[config.mk]
export PLATFORM = sky130hd
export DESIGN_NAME = iomem_gpio_bank
export DESIGN_NICKNAME = d
export VERILOG_FILES = /design/src/rtl/iomem_gpio_bank.sv
export SDC_FILE = /design/constraint.sdc
export NUM_CORES = 1
export LEC_CHECK = 0
export BUFFER_PORTS_ARGS = -buffer_cell sky130_fd_sc_hd__buf_2
export CAP_MARGIN = 20
export CELL_PAD_IN_SITES_DETAIL_PLACEMENT = 0
export CELL_PAD_IN_SITES_GLOBAL_PLACEMENT = 1
export CORE_MARGIN = 3
export CORE_UTILIZATION = 41
export CTS_CLUSTER_DIAMETER = 150
export DETAILED_ROUTE_END_ITERATION = 6
export GPL_ROUTABILITY_DRIVEN = 0
export PLACE_DENSITY = 0.86
export SYNTH_ARGS = -nofsm -noshare
export SYNTH_HDL_FRONTEND = slang
export SYNTH_SLANG_ARGS = --single-unit
[constraint.sdc]
create_clock -name clk -period 3 [get_ports clk]
set_input_delay 0.45 -clock clk [delete_from_list [all_inputs] [get_ports clk]]
set_output_delay 0.45 -clock clk [all_outputs]
set_load 0.02 [all_outputs]
[src/rtl/iomem_gpio_bank.sv]
// rtl/iomem_gpio_bank.sv - WIDTH-channel GPIO slave on the picorv32 iomem bus
module iomem_gpio_bank #(
    parameter int              WIDTH     = 8,
    parameter logic [31:0]     BASE_ADDR = 32'h0300_0000,
    parameter logic [WIDTH-1:0] OUT_RESET = '0
) (
    input  logic             clk,
    input  logic             reset,
    input  logic             iomem_valid,
    output logic             iomem_ready,
    input  logic [3:0]       iomem_wstrb,
    input  logic [31:0]      iomem_addr,
    input  logic [31:0]      iomem_wdata,
    output logic [31:0]      iomem_rdata,
    input  logic [WIDTH-1:0] gpio_in,
    output logic [WIDTH-1:0] gpio_out,
    output logic [WIDTH-1:0] gpio_oe,
    output logic             irq
);

    localparam logic [5:0] REG_OUT    = 6'd0;
    localparam logic [5:0] REG_DIR    = 6'd1;
    localparam logic [5:0] REG_IN     = 6'd2;
    localparam logic [5:0] REG_SET    = 6'd3;
    localparam logic [5:0] REG_CLR    = 6'd4;
    localparam logic [5:0] REG_TOG    = 6'd5;
    localparam logic [5:0] REG_MASK   = 6'd6;
    localparam logic [5:0] REG_STATUS = 6'd7;
    localparam logic [5:0] REG_EDGE   = 6'd8;

    logic [WIDTH-1:0] out_r, dir_r, mask_r, status_r, edge_sel;
    logic [WIDTH-1:0] out_next, dir_next, mask_next, status_next, edge_next;
    logic [WIDTH-1:0] s1, s2, s3;
    logic [WIDTH-1:0] edge_evt, wm, wd;
    logic [31:0]      bmask, rd_word;
    logic [5:0]       word;
    logic             hit, access, wr;
    logic             unused_bits;

    assign unused_bits = ^{iomem_addr[1:0], iomem_wdata, bmask};

    always_comb begin
        hit    = iomem_valid && (iomem_addr[31:8] == BASE_ADDR[31:8]);
        access = hit && !iomem_ready;
        wr     = access && (|iomem_wstrb);
        word   = iomem_addr[7:2];
        bmask  = {{8{iomem_wstrb[3]}}, {8{iomem_wstrb[2]}},
                  {8{iomem_wstrb[1]}}, {8{iomem_wstrb[0]}}};
        wm     = bmask[WIDTH-1:0];
        wd     = iomem_wdata[WIDTH-1:0] & wm;
        // s3 is one cycle older than s2, so the pair shows a clean transition
        edge_evt = (edge_sel & s3 & ~s2) | (~edge_sel & ~s3 & s2);
    end

    always_comb begin
        out_next    = out_r;
        dir_next    = dir_r;
        mask_next   = mask_r;
        edge_next   = edge_sel;
        status_next = status_r;
        if (wr) begin
            case (word)
                REG_OUT:    out_next    = (out_r & ~wm) | wd;
                REG_DIR:    dir_next    = (dir_r & ~wm) | wd;
                REG_SET:    out_next    = out_r | wd;
                REG_CLR:    out_next    = out_r & ~wd;
                REG_TOG:    out_next    = out_r ^ wd;
                REG_MASK:   mask_next   = (mask_r & ~wm) | wd;
                REG_STATUS: status_next = status_r & ~wd;
                REG_EDGE:   edge_next   = (edge_sel & ~wm) | wd;
                default:    ;
            endcase
        end
        // Applied after the W1C so a fresh edge beats a same-cycle clear
        status_next = status_next | edge_evt;
    end

    always_comb begin
        rd_word = '0;
        case (word)
            REG_OUT:    rd_word[WIDTH-1:0] = out_r;
            REG_DIR:    rd_word[WIDTH-1:0] = dir_r;
            REG_IN:     rd_word[WIDTH-1:0] = s2;
            REG_MASK:   rd_word[WIDTH-1:0] = mask_r;
            REG_STATUS: rd_word[WIDTH-1:0] = status_r;
            REG_EDGE:   rd_word[WIDTH-1:0] = edge_sel;
            default:    rd_word = '0;
        endcase
    end

    always_ff @(posedge clk) begin
        if (reset) begin
            iomem_ready <= 1'b0;
            iomem_rdata <= '0;
            out_r       <= OUT_RESET;
            dir_r       <= '0;
            mask_r      <= '0;
            status_r    <= '0;
            edge_sel    <= '0;
            s1          <= '0;
            s2          <= '0;
            s3          <= '0;
        end else begin
            iomem_ready <= access;
            iomem_rdata <= access ? rd_word : 32'd0;
            out_r       <= out_next;
            dir_r       <= dir_next;
            mask_r      <= mask_next;
            status_r    <= status_next;
            edge_sel    <= edge_next;
            s1          <= gpio_in;
            s2          <= s1;
            s3          <= s2;
        end
    end

    assign gpio_out = out_r;
    assign gpio_oe  = dir_r;
    assign irq      = |(status_r & mask_r);

endmodule

==> flow_summary.ini <==
[sta]
maxSlewViolCount = 0
fin_crit_sh = 0.660
fin_setup_tns_ns = 0
setup_viol = 0
finalClockSkew_ns = 0.00705
period_minus_slack_ns = 1.98
rsz0062_at_grt = false
whs_ns = 0.304
tightest_slew_ns = 0.666
timing_hold_violations_final = 0
fmax_ghz = 0.505
slew_headroom = 0.553

[floorplan]
start_util = 0.432
rows = 34
ios = 129
coreArea_um2 = 8930
die_w_um = 103
fp.dieArea_um2 = 10600
fp.dieH_um = 103

[power_and_ir_drop]
power_leakage_nw = 1.94
power.density_nw_per_um2 = 422
ir_worst_vdd_mv = 0.223

[place]
io_buffers = 78
hpwl_um = 6800

[synthesis]
synth-main-ff-cell = dfxtp_1
synth.avg_cell_area_um2 = 9.84
synth_top_family_by_area = simple AND/OR/NAND/NOR gates
synth_simple_gate_area_frac = 0.283
synth_async_sr_flop_share = 0
yosys.area_share.adder = 0.0260
synth_edf_count = 0
ys_ff_latch = 73
ys_warn_count = 0
synth_area_um2 = 3860
synth.distinct_cells = 47
seq_area_frac_synth = 0.379
netlist_instances = 392
synth_compound_area_frac = 0.124
synthXorXnorAreaFrac = 0.00227
synth.area.mux_share = 0.109

[setup_path]
r2r-end = gpio_out[7]$_SDFFE_PP0P_
crit_family = simple AND/OR/NAND/NOR gates
r2r_start = iomem_ready$_SDFF_PP0_
critical_path.slowest_cell = or4b_1
critPathRequiredTime_ns = 3.27
cpPeakStageDelay_ns = 0.79
path_max_fanout = 9
cp.arrival_ns = 2.25
r2r_cells = 4
cp-end-kind = flip-flop
worst_setup_path_start_kind = input pin
cp_num_buf_inv = 1
worst-setup-path-type = in -> reg
crit_chain = buf_2, or4b_1, nor2_8, nand4_4, mux2i_1
r2r_setup_slack_ns = 1.04

[detailed_routing]
wl_per_cell_um = 16.7
finalWirelength_um = 9730
viasPerCell = 5.53
drtPass1Iterations = 4
drc = 0
final_antenna_net_count = 0
vias = 3216
drtIter0Drc = 200

[worst_hold_path]
worstHoldPathType = in -> reg
worstHoldEndpoint = s1[3]$_SDFF_PP0_
hp-start = gpio_in[3]
hold_depth = 2

[clocking]
post_cts_buffers = 0
cts_tree = built
htree_levels = 3
holdBufCountCts = 0
clockRootBuffer = clkbuf_8
cts_buffer_depth = 2
cts.sinks = 73
post_cts_resized = 0
insertion_delay_ns = 0.36
clk_pin_slew_ns = 0.08
numCtsBuffers = 9

[finish]
antennaDiodeCount = 0
num-nets-final = 556
drive_gt1_frac = 0.293
areaGrowthSynthToFinish_pct = 14.8

[grt]
grt_pass1_wl_um = 15100
gr-usage-all-layers = 0.188
overflow = 0
grt_antenna_before_repair = 0
grt_max_degree = 50
grt_pass1_vias = 2939

[run]
cap_viol_max_count = 0

[outcome]
status = completed
[through the flow]
stage / instance area (µm²) / worst slack, ns / power (mW) / std cells / util
2_1_floorplan: 3940 / 1.04 / 1.17 / 415 / -
3_5_place_dp: 4260 / 0.648 / 1.21 / 566 / 0.476
4_1_cts: 4430 / 1.01 / 1.88 / 582 / 0.495
3_3_place_gp: 4260 / 0.670 / 1.21 / 566 / 0.476
5_1_grt: 4430 / 0.867 / 1.96 / 582 / 0.495
6_report: 4430 / 1.02 / 1.87 / 582 / 0.495
[worst reg2reg max path: cells and delay by family, from the launching register on]
kind	cells	cell delay, ns
multiplexers	1	0.41
flip-flops	1	0.32
AND/OR/NAND/NOR	3	1.12
[area by class of cell]
cell class / instances / area [µm²]
fillers: 846 / 4510
multi-input cells: 295 / 2190
clock buffers: 10 / 128
repair buffers: 87 / 458
inverters: 3 / 11.3
clock inverters: 6 / 42.5
flip-flops and latches: 73 / 1460
well taps: 108 / 135
[synth_stat cells (2+ instances only)]
master / number / area, µm²
a211oi_1: 16 / 120
a21boi_0: 8 / 60.1
a21oi_1: 8 / 40.0
a222oi_1: 8 / 80.1
a22oi_1: 12 / 90.1
a311oi_1: 7 / 61.3
and3_1: 2 / 12.5
and3b_1: 8 / 70.1
and4_1: 2 / 17.5
buf_2: 5 / 25.0
buf_4: 25 / 188
buf_6: 2 / 22.5
clkbuf_1: 12 / 45.0
dfxtp_1: 73 / 1460
ha_1: 8 / 100
mux2_2: 15 / 169
mux2i_1: 25 / 250
nand2_1: 16 / 60.1
nand2b_1: 33 / 206
nand3_1: 11 / 55.1
nand4_1: 2 / 12.5
nand4_4: 2 / 42.5
nor2_1: 2 / 7.51
nor2b_1: 32 / 200
nor3_1: 17 / 85.1
nor3b_1: 8 / 60.1
nor4_2: 4 / 50.1
nor4_4: 2 / 42.5
o41ai_1: 2 / 17.5
or2_2: 8 / 50.1
[power by group]
part	internal (mW)	switching [mW]
Sequential	0.987	0.0111
Combinational	0.0757	0.115
Clock	0.301	0.378
Total	1.36	0.504
[logic make-up (layout without fill, tap and decap cells)]
kind of cell	after synthesis	after routing
flops	73	73
compound gates	62	62
buf+inv	47	106
xor+xnor	1	1
other cells	1	24
simple gates	160	160
fa+ha+maj	8	8
mux	40	40
[how the worst max path moves through the flow]
stage	start	end	slack (ns)	cells after the start
2_1_floorplan	iomem_addr[26]	gpio_out[0]$_SDFFE_PP0P_	1.04	4
3_3_place_gp	iomem_addr[9]	gpio_out[1]$_SDFFE_PP0P_	0.67	5
3_5_place_dp	iomem_addr[5]	flip-flop	0.65	5
4_1_cts	iomem_addr[5]	flip-flop	1.01	5
5_1_grt	iomem_addr[26]	gpio_out[7]$_SDFFE_PP0P_	0.87	5
6_report	iomem_addr[5]	flip-flop	1.02	5
[cells in the final DEF, fill, tap and decap left out, drive strengths merged, types with 8 or more instances in the layout]
master / instances
nor3b: 10
nand2b: 33
nor3: 18
a21oi: 8
nor2b: 32
nand3: 11
a222oi: 8
nand2: 16
a22oi: 12
dfxtp: 73
a211oi: 16
mux2: 15
and3b: 8
or2: 8
a21boi: 8
ha: 8
mux2i: 25
conb: 24
clkbuf: 10
buf: 87
[per-layer routing]
layer / wire length (µm) / vias up / track usage / share of wire
li1: - / 1551 / - / -
met1: 4240 / 1519 / 0.244 / 0.44
met2: 4470 / 119 / 0.291 / 0.46
met3: 623 / 27 / 0.0406 / 0.064
met4: 390 / 0 / 0.102 / 0.040
met5: 0 / - / 0 / 0
No activity file was read; power rests on OpenSTA's default activity.
